===== src/rtl/step_controller.sv =====
// Execution sequencer for the MIPS debugger: issues the one-cycle stepEnable
// advance pulse from manual steps, divided free-run, and breakpoint/halt stops.
module step_controller #(
    parameter int unsigned RUN_DIV   = 5000000,
    parameter logic [31:0] HALT_WORD = 32'hFFFFFFFF,
    parameter int unsigned CNT_WIDTH = 16
) (
    input  logic                 Clk,
    input  logic                 Rst,
    input  logic                 stepButton,
    input  logic                 runSwitch,
    input  logic                 bpEnable,
    input  logic [31:0]          bpAddr,
    input  logic [31:0]          pcAddr,
    input  logic [31:0]          instruction,
    output logic                 stepEnable,
    output logic                 running,
    output logic                 bpHit,
    output logic                 halted,
    output logic [CNT_WIDTH-1:0] stepCount
);

    localparam int unsigned          DIV_W    = $clog2(RUN_DIV);
    localparam logic [DIV_W-1:0]     DIV_LAST = DIV_W'(RUN_DIV - 1);

    typedef enum logic [1:0] {
        IDLE,
        RUN,
        BREAK,
        HALT
    } state_t;

    state_t           state, state_next;
    logic [DIV_W-1:0] divider, divider_next;
    logic             bp_armed, bp_armed_next;
    logic             pulse;
    logic             is_halt;
    logic             bp_match;

    assign is_halt  = (instruction == HALT_WORD);
    assign bp_match = bpEnable & bp_armed & (pcAddr == bpAddr);

    always_comb begin
        state_next    = state;
        divider_next  = divider;
        bp_armed_next = bp_armed;
        pulse         = 1'b0;
        case (state)
            IDLE: begin
                // A run request swallows a coincident button press.
                if (runSwitch) begin
                    state_next   = RUN;
                    divider_next = '0;
                end else if (stepButton) begin
                    if (is_halt) state_next = HALT;
                    else         pulse      = 1'b1;
                end
            end
            RUN: begin
                if (!runSwitch) begin
                    state_next   = IDLE;
                    divider_next = '0;
                end else if (divider == DIV_LAST) begin
                    divider_next = '0;
                    if (is_halt) begin
                        state_next = HALT;
                    end else if (bp_match) begin
                        state_next    = BREAK;
                        bp_armed_next = 1'b0;
                    end else begin
                        pulse = 1'b1;
                    end
                end else begin
                    divider_next = divider + DIV_W'(1);
                end
            end
            BREAK: begin
                if (stepButton && is_halt) begin
                    state_next = HALT;
                end else begin
                    pulse = stepButton;
                    if (!runSwitch) state_next = IDLE;
                end
            end
            HALT: begin
            end
            default: state_next = IDLE;
        endcase
        if (pulse) bp_armed_next = 1'b1;
    end

    always_ff @(posedge Clk or negedge Rst) begin
        if (!Rst) begin
            state      <= IDLE;
            divider    <= '0;
            bp_armed   <= 1'b0;
            stepEnable <= 1'b0;
            stepCount  <= '0;
        end else begin
            state      <= state_next;
            divider    <= divider_next;
            bp_armed   <= bp_armed_next;
            stepEnable <= pulse;
            if (pulse && (stepCount != '1)) stepCount <= stepCount + CNT_WIDTH'(1);
        end
    end

    assign running = (state == RUN);
    assign bpHit   = (state == BREAK);
    assign halted  = (state == HALT);

endmodule


===== config.mk =====
export PLATFORM = sky130hd
export DESIGN_NAME = step_controller
export DESIGN_NICKNAME = d
export VERILOG_FILES = /design/src/rtl/step_controller.sv
export SDC_FILE = /design/constraint.sdc
export NUM_CORES = 1
export LEC_CHECK = 0
export BUFFER_PORTS_ARGS = -buffer_cell sky130_fd_sc_hd__buf_2
export CORE_MARGIN = 2
export CORE_UTILIZATION = 44
export DETAILED_ROUTE_END_ITERATION = 12
export HOLD_SLACK_MARGIN = 0.05
export PLACE_DENSITY = 0.75
export SLEW_MARGIN = 20
export SYNTH_ARGS = -nofsm -noshare
export SYNTH_HDL_FRONTEND = slang
export SYNTH_SLANG_ARGS = --single-unit

===== constraint.sdc =====
create_clock -name Clk -period 6.5 [get_ports Clk]
set_clock_uncertainty 0.2 [all_clocks]
set_input_delay 0 -clock Clk [delete_from_list [all_inputs] [get_ports Clk]]
set_output_delay 0 -clock Clk [all_outputs]
set_load 0.05 [all_outputs]

# After elaboration in Yosys (flattened, before gate mapping)
# Cells that the tools add are included.
dict set report op_classes {
  eq_ne 14
  n_mux 29
  bitwise 2
  n_addsub 2
  reduce_logical 12
}
# operator count
set ops {}
lappend ops {{23-bit 2-to-1 mux} 3}
lappend ops {{23-bit case mux with 2 select lines} 1}
lappend ops {{32-bit == test} 1}
lappend ops {{32-bit == test (second input constant)} 1}
lappend ops {{23-bit by 1-bit adder with 23-bit output (second input constant)} 1}
lappend ops {{23-bit == test (second input constant)} 1}
lappend ops {{2-bit 2-to-1 mux} 9}
lappend ops {{16-bit by 1-bit adder with 16-bit output (second input constant)} 1}
lappend ops {{16-bit inequality test (second input constant)} 1}
lappend ops {{1-bit 2-to-1 mux} 14}
lappend ops {{2-bit nonzero test} 5}
lappend ops {{3-bit by 2-bit inequality test with 1-bit output (second input constant)} 2}
lappend ops {{3-bit inequality test (second input constant)} 2}
lappend ops {{2-bit case mux with 3 select lines} 1}
lappend ops {{6-bit AND reduction} 1}
lappend ops {{5-bit AND reduction} 1}
lappend ops {{2-bit == test (second input constant)} 2}
lappend ops {{2-bit inequality test (second input constant)} 2}
lappend ops {{4-bit by 2-bit inequality test with 1-bit output (second input constant)} 1}
lappend ops {{1-bit case mux with 3 select lines} 1}
lappend ops {{3-bit nonzero test} 1}
lappend ops {{1-bit bitwise AND} 2}
lappend ops {{2-bit by 1-bit == test with 1-bit output (second input constant)} 1}
lappend ops {{1-bit logical AND} 2}
lappend ops {{other kinds (2)} 2}
dict set report totals {
  output_inout_bits 20
  inputBits 101
  ff_bits 43
  word_cells 64
}

# Logic depth before layout (Yosys ltp)
# Gate-level depths: netlist of the first run.
dict set report depth {
  depth_word 9
  mapped_depth 10
}

# Worst setup path before layout of the first run
# Ideal clock, no wire load.
dict set report synth_timing {
  kind {register to register}
  start {reg state[1]}
  end {reg stepCount[9]}
  arrival_time_ns 2.305
  stages_incl_launch_ff 10
  setup_slack_ns 3.848
  setup_time_ns 0.148
  n_path_buf 1
  path_cell_list {dfrtp_1 -> inv_1 -> ha_1 -> nand2_1 -> nor4_2 -> o41a_1 -> o21ai_4 -> buf_6 -> nor4_1 -> xor2_1}
}
dict set report synth_via {
  elab_chain_len 3
}
# item line
set synth_lines {}
lappend synth_lines {{start: declaration} 33} ;# state_t state, state_next;
lappend synth_lines {{start signal: assignment} 100} ;# state <= state_next;
lappend synth_lines {{2-bit by 1-bit == test with 1-bit output} --}
lappend synth_lines {{net running} 17} ;# output logic running,
lappend synth_lines {{1-bit case mux with 3 select lines} 48} ;# case (state)
lappend synth_lines {{1-bit logical AND} 104} ;# if (pulse && (stepCount != '1)) stepCount <= stepCount + CNT_WIDTH'(1);
lappend synth_lines {{end signal: assignment} 104}
lappend synth_lines {{end: declaration} 20} ;# output logic [CNT_WIDTH-1:0] stepCount
# The timed path passes the listed nets, and every way through them passes these cells.
# A chain may end at the register's enable or synchronous reset.

# Final worst setup path of the first run
dict set report layout_timing {
  start {reg state[0]}
  end {reg divider[19]}
}
dict set report layout_via {
  elab_chain_len 3
}
# item line
set layout_lines {}
lappend layout_lines {{2-bit by 1-bit == test with 1-bit output or 2-bit logical NOT (tied branches)} 48}
lappend layout_lines {{2-bit nonzero test (no line) or 2-bit inequality test (tied branches)} --}
lappend layout_lines {{2-bit AND reduction (no line)} --}
lappend layout_lines {{end signal: assignment} 101} ;# divider <= divider_next;
lappend layout_lines {{end: declaration} 34} ;# logic [DIV_W-1:0] divider, divider_next;
# Several ways; a longest one is shown, not always the timed one.

==> qor.txt, run 1 <==
Seq cells post-synth: 43
slowest library cell on the worst path: or4_1
gr ovfl total: 0
GRT Total Usage: 0.2165
Worst-Skew Late Latency: 0.30 ns
Final Hold Violating Endpoints: 0
r2r startpoint: state[0]
diode count: 0
layout cell share with drive strength beyond 1: 0.3310
Routed WL per cell: 13.70 microns
initial DRC count: 113
most common cell after layout, fill and taps aside: buf_2
final wirelength: 6.782 mm
Root Driver: clkbuf_8
Die Ht: 82.54 microns
worst vdd ir: 0.2445 mV
initial antenna violation count: 0
Initial Util: 0.4557
H-tree depth: 2
average vias per placed instance: 5.214
GRT busiest layer: met2
fillers: 546
PostCTS Resize Cnt: 0
syn_area_per_cell: 9.294 sq um
max_slew headroom: 0.3736
Cell Rows: 28
Mapped Nets: 399
Post-CTS Setup Bufs: 0
CORE AREA: 0.005956 sq mm
CTS Buf Count: 5
number of I/O pins: 121
GR Util met1: 0.2771
maximum clock path buffer count: 2
Power Dens Cells: 257.8 mW/mm^2
Hold WC Path Type: in -> reg
crit path time final: 2.665 ns
crit path capture type: flip-flop
post-route ant nets: 0
TritonRoute pass-1 iters: 4
P&R area growth vs syn: 30.48%
CP most frequent cell: nor2_1
Cell Count, Final, Fillers Out: 495
maximum fanout along the worst path: 13
Post-synth top flop: dfrtp_1
GP Congestion: 0.8549
Ys Warns: 0
# DRC: 0
Die W: 82.54 microns
DP Wirelength: 5.454 mm
TritonCTS clock tree: built
Storage cell area: 0.001076 sq mm
LEAKAGE: 1.695 nW
largest stage delay on the critical path: 0.63 ns
final net count: 526
DR vias: 2581
area occupied by multi-input gates: 0.001577 sq mm
Finish-stage setup viols: 0
CTS hold repair buffers: 3
DIE AREA: 0.006812 sq mm
Crit path required time: 6.45 ns
Fmax: 375.3 MHz
post-synthesis sequential area ratio: 0.3965
Setup TNS: 0 ns
Setup CP Type: reg -> reg
Post-synth EDFFs: 0
Max-cap violations: 0
grt met2 use: 0.3702
first-pass GRT wire length: 11.56 mm
Port Buffers: 120
worst slew pin tran: 0.9377 ns
largest net degree at the start of global routing: 44
Final Max Tran Viols: 0
Distinct cells, synth: 39
Critical Path Source Type: flip-flop
Post-Syn Area: 0.002714 sq mm
clock net sink count: 43
most frequent cells in the layout: buf_2 (120), dfrtp_1 (43), xor2_1 (32), nor2_1 (32), xnor2_1 (27)
hold path start: pcAddr[24]
worst path arrival time: 2.61 ns
Clock transition at path regs: 0.09 ns
status: complete, no violations
placed cells: 484
unrepaired setup endpoints after global routing: no
Crit. Startpoint: state[0]
crit path cell chain: inv_1 > ha_1 > mux2i_1 > or4_1 > nor2_1 > and2_1 > nand3_1 > xor2_1 > nor2_1
Tcrit/Tclk final: 0.4100
Post-synth ARST share: 1.000
vias in the first global route: 2640
met3 Use GR: 0.06087
synthesized instance count: 292
-- power by group --
part           switching, W  total (W)  internal [W]
Combinational      0.000242   0.000370      0.000128
Sequential        0.0000334   0.000330      0.000296
Clock             0.0000976   0.000213      0.000116
Total              0.000373   0.000913      0.000540
-- state kept, by name (all words and copies together) (netlist names) --
name / count
state: 2
stepCount: 16
bp_armed: 1
divider: 23
stepEnable: 1
-- final timing paths --
kind / endpoint / slack (ns) / depth (start not counted)
worst max-delay path: divider[19] / 3.84 / 9
worst min-delay path: bp_armed / 0.08 / 6
worst max register to register: divider[19] / 3.84 / 9
worst min register to register: stepCount[5] / 0.30 / 1
max in group asynchronous: divider[2] / 5.34 / 2
min in group asynchronous: divider[16] / 0.18 / 2
-- layer usage --
layer | share of wire | vias to the layer above
met1 | 0.46 | 1220
met5 | 0 | -
met3 | 0.050 | 4
met4 | 0.0038 | 0
li1 | - | 1294
met2 | 0.49 | 63
-- through the flow --
step / setup WS (ns) / hold slack [ns] / total power [W] / utilization / area, sq um
global placement: 3.889 / 0.0004246 / 0.0006962 / 0.5702 / 3396
global route: 3.595 / 0.1226 / 0.0009688 / 0.5945 / 3541
CTS: 3.819 / 0.09349 / 0.0009208 / 0.5945 / 3541
detailed placement: 3.827 / -0.0003993 / 0.0007063 / 0.5702 / 3396
finish: 3.835 / 0.08415 / 0.0009129 / 0.5945 / 3541
floorplan: 3.848 / -0.4956 / 0.0006023 / - / 2714
-- cell type report --
cell class	count	share of cell area
clock buffer	5	0.01943
clock inverter	3	0.01307
inverter	9	0.009541
multi-input combinational	235	0.4452
sequential	43	0.3039
tap	75	0.02650
timing repair buffer	125	0.1823
-- synth_stat cells, types with 2 or more instances --
master,n,share of area
nor4b_1,3,0.0097
dfrtp_1,43,0.40
nor2_1,32,0.044
nand4_1,14,0.032
o41ai_1,2,0.0065
nand3_1,25,0.046
a31oi_1,3,0.0069
nor4_1,11,0.025
nand2b_1,3,0.0069
nor2b_1,3,0.0069
clkbuf_1,3,0.0041
nor3_1,3,0.0055
o21ai_0,12,0.022
xor2_1,32,0.10
and2_1,2,0.0046
ha_1,6,0.028
mux2_2,4,0.017
xnor2_1,27,0.087
nand2_1,18,0.025
and4_1,2,0.0065
nor3b_1,3,0.0083
mux2i_1,2,0.0074
o31ai_1,4,0.011
inv_1,8,0.011
or3_1,2,0.0046
or4_1,4,0.011
and3_1,5,0.012
a21oi_1,5,0.0092
-- worst max-delay path, delay by kind of cell, from the launching register on --
kind	cells	cell delay (ns)
flip-flops	1	0.41
XOR/XNOR	1	0.15
AND/OR/NAND/NOR	5	1.13
buffers and inverters	1	0.08
adder cells (fa/ha/maj)	1	0.22
multiplexers	1	0.31
-- logic make-up after synthesis --
family	synth area share
XOR/XNOR	0.1904
AND/OR/NAND/NOR	0.2646
buffers and inverters	0.02259
AO/OA/AOI/OAI	0.06870
multiplexers	0.02950
flip-flops	0.3965
adder cells (fa/ha/maj)	0.02766
(Power assumes the default switching activity.)
==> inputs of run 2 (changes only) <==
--- a/config.mk
+++ b/config.mk
@@ -5,6 +5,7 @@
 export SDC_FILE = /design/constraint.sdc
 export NUM_CORES = 1
 export LEC_CHECK = 0
+export ABC_AREA = 1
 export BUFFER_PORTS_ARGS = -buffer_cell sky130_fd_sc_hd__buf_2
 export CORE_MARGIN = 2
 export CORE_UTILIZATION = 44
==> constraint.sdc (replaced) <==
create_clock -name Clk -period 2.4 [get_ports Clk]
set_clock_uncertainty 0.2 [all_clocks]
set_input_delay 0 -clock Clk [delete_from_list [all_inputs] [get_ports Clk]]
set_output_delay 0 -clock Clk [all_outputs]
set_load 0.05 [all_outputs]
==> run 2 against run 1 <==
Non-clock buffer count rose by 6; synthesized cell count rose by 73%; clock power rose by 110%; first-iteration DRC count rose by 33%; sequential power rose to 2.6 times the previous value; utilization fell by 2.2 points; register-to-register slack got worse by 3.6 ns; worst setup slack got worse by 3.6 ns; critical endpoint is now divider[14].
==> qor.txt, run 2 <==
most area-hungry cell type in the Yosys netlist: dfrtp_1
Root Driver: clkbuf_8
worst vdd ir: 0.3331 mV (+36%)
Post-Syn Area: 0.003263 sq mm (+20%)
met3 Use GR: 0.03353 (-0.02734)
vias in the first global route: 3616 (+37%)
maximum clock path buffer count: 2 (unchanged)
Critical Path Source Type: flip-flop
initial DRC count: 150 (+33%)
most frequent cells in the layout: nand2_1 (159), buf_2 (119), inv_1 (88)
most frequent cell after synthesis: nand2_1
post-route ant nets: 0 (unchanged)
H-tree depth: 2 (unchanged)
largest net degree at the start of global routing: 44 (unchanged)
Setup TNS: 0 ns (unchanged)
status: complete, no violations
crit path time final: 2.117 ns (-0.5478 ns)
max_slew headroom: 0.6220 (+0.2485)
Seq cells post-synth: 43 (unchanged)
Setup CP Type: reg -> reg
Cell Rows: 31 (+11%)
final wirelength: 8.569 mm (+26%)
syn_area_per_cell: 6.462 sq um (-30%)
Post-synth EDFFs: 0 (unchanged)
maximum fanout along the worst path: 9 (-4)
Hold WC Path Type: in -> async
Mapped Nets: 612 (+53%)
diode count: 0 (unchanged)
Tcrit/Tclk final: 0.8820 (+0.4721)
Fmax: 472.4 MHz (+26%)
first-pass GRT wire length: 15.32 mm (+33%)
Post-synth ARST share: 1.000 (unchanged)
Post-synth top cells: nand2_1 (159), inv_1 (88), nor2_1 (57)
P&R area growth vs syn: 26.69%
most common cell after layout, fill and taps aside: nand2_1
Finish-stage setup viols: 0 (unchanged)
GP Congestion: 0.8844 (+3.5%)
GR Util met1: 0.2642 (-0.01288)
LEAKAGE: 2.367 nW (+40%)
unrepaired setup endpoints after global routing: no
Final Max Tran Viols: 0 (unchanged)
clock net sink count: 43 (unchanged)
number of I/O pins: 121 (unchanged)
Clock transition at path regs: 0.08 ns (about the same)
Die W: 90.12 microns (+9.2%)
gr ovfl total: 0 (unchanged)
DIE AREA: 0.008121 sq mm (+19%)
GRT Total Usage: 0.2236 (+0.007053)
top-area cell type share of the netlist area: 0.3298 (-0.06674)
GRT busiest layer: met2
fillers: 730 (+34%)
initial antenna violation count: 0 (unchanged)
area occupied by multi-input gates: 0.001815 sq mm (+15%)
max reg flops: 23 (unchanged)
Crit path required time: 2.44 ns (-4.01 ns)
grt met2 use: 0.4129 (+0.04275)
Synth area leaders: dfrtp_1 (33%), nand2_1 (18%), inv_1 (10%)
average vias per placed instance: 4.831 (-7.4%)
post-synthesis sequential area ratio: 0.3298 (-0.06674)
Ys Warns: 0 (unchanged)
CORE AREA: 0.007214 sq mm (+21%)
Port Buffers: 120 (unchanged)
final net count: 745 (+42%)
DP Wirelength: 6.845 mm (+26%)
DR vias: 3565 (+38%)
final hold slack: 0.03930 ns (-0.04486 ns)
Final Hold Violating Endpoints: 0 (unchanged)
worst path arrival time: 2.15 ns (-0.46 ns)
TritonRoute pass-1 iters: 4 (unchanged)
# DRC: 0 (unchanged)
Top reg by flops: divider
Die Ht: 90.12 microns (+9.2%)
Post-synth top flop: dfrtp_1
layout cell share with drive strength beyond 1: 0.2222 (-0.1087)
crit path capture type: flip-flop
Max-cap violations: 0 (unchanged)
Distinct cells, synth: 32 (-18%)
CTS Buf Count: 5 (unchanged)
Storage cell area: 0.001076 sq mm (unchanged)
Worst-Skew Late Latency: 0.29 ns (about the same)
TritonCTS clock tree: built
synthesized instance count: 505 (+73%)
top flop regs: divider: 23 flops, stepCount: 16 flops, state: 2 flops
Routed WL per cell: 11.61 microns (-15%)
worst slew pin tran: 0.5669 ns (-0.3708 ns)
Power Dens Cells: 595.1 mW/mm^2 (+130%)
Initial Util: 0.4523 (-0.003366)
## run 2: cell count changes after synthesis, sizes merged, moves of 13 or more
cell   delta
inv      +80
nand4    +13
nand2   +142
nor2     +26
xor2     -15
xnor2    -17
## run 2: worst max-delay path, stage by stage, from the launching register on
cell      delay (ns)
dfrtp_1         0.41
ha_1            0.23
nand3_1         0.12
nor2_2          0.06
and3_1          0.14
nand2_1         0.12
nand2_1         0.12
nand2_1         0.11
clkinv_1        0.24
a21oi_1         0.20
o21a_1          0.13
## run 2: final timing paths
path / from / to / slack [ns] / cells past startpoint
max in group asynchronous: Rst / stepCount[5] / 1.57 / 2
setup / recovery: divider[0] / divider[14] / 0.28 / 10
hold reg to reg: state[0] / state[0] / 0.34 / 2
min in group Clk: pcAddr[24] / bp_armed / 0.10 / 7
hold / removal: Rst / divider[21] / 0.04 / 2
setup reg to reg: divider[0] / divider[14] / 0.28 / 10
## run 2: power breakdown
part	internal [W]	leakage (nW)	switching, W
combinational	0.000376	1.74	0.000762
sequential	0.000797	0.586	0.0000738
clock	0.000205	0.0422	0.000247
## run 2: per-layer routing
| layer | vias to the layer above | wire length [microns] |
|---|---|---|
| met2 | 79 | 4479 |
| met3 | 12 | 332 |
| met1 | 1623 | 3616 |
| met5 | - | 0 |
| met4 | 0 | 141 |
| li1 | 1851 | - |
## run 2: layout make-up
class                   instances  area share
multi-input cells             366      0.4392
flip-flops and latches         43      0.2603
repair buffers                131      0.1683
inverters                      91     0.08263
well taps                      99     0.02996
clock buffers                   7     0.01846
clock inverters                 1    0.001211
## run 2: cell families (layout without fill, tap and decap cells)
logic type,after synthesis,after routing,share of synthesized area
and+or+nand+nor,293,293,0.3942
buffers and inverters,96,230,0.1146
DFF,43,43,0.3298
AOI/OAI and AO/OA,40,40,0.06595
xor gates and xnor gates,27,27,0.07247
adders and majority gates,6,6,0.02301
## run 2: stage by stage
stage                 util  area (sq um)  total power, W  setup slack [ns]  std cells
floorplan                -          3263        0.001661            0.1284        505
global placement    0.5534          3993        0.001938            0.3276        724
detailed placement  0.5534          3993        0.001976            0.2239        724
CTS                 0.5702          4114        0.002458            0.2018        736
global route        0.5730          4134        0.002657           0.04372        738
finish              0.5730          4134        0.002460            0.2831        738
## run 2: repair_timing
| action | in CTS | in global routing |
|---|---|---|
| resized for setup | 0 | 1 |
| hold endpoints to repair | 49 | 0 |
| hold buffers | 4 | 0 |
| setup buffers | 0 | 2 |
| endpoints found under the setup margin | 0 | 10 |
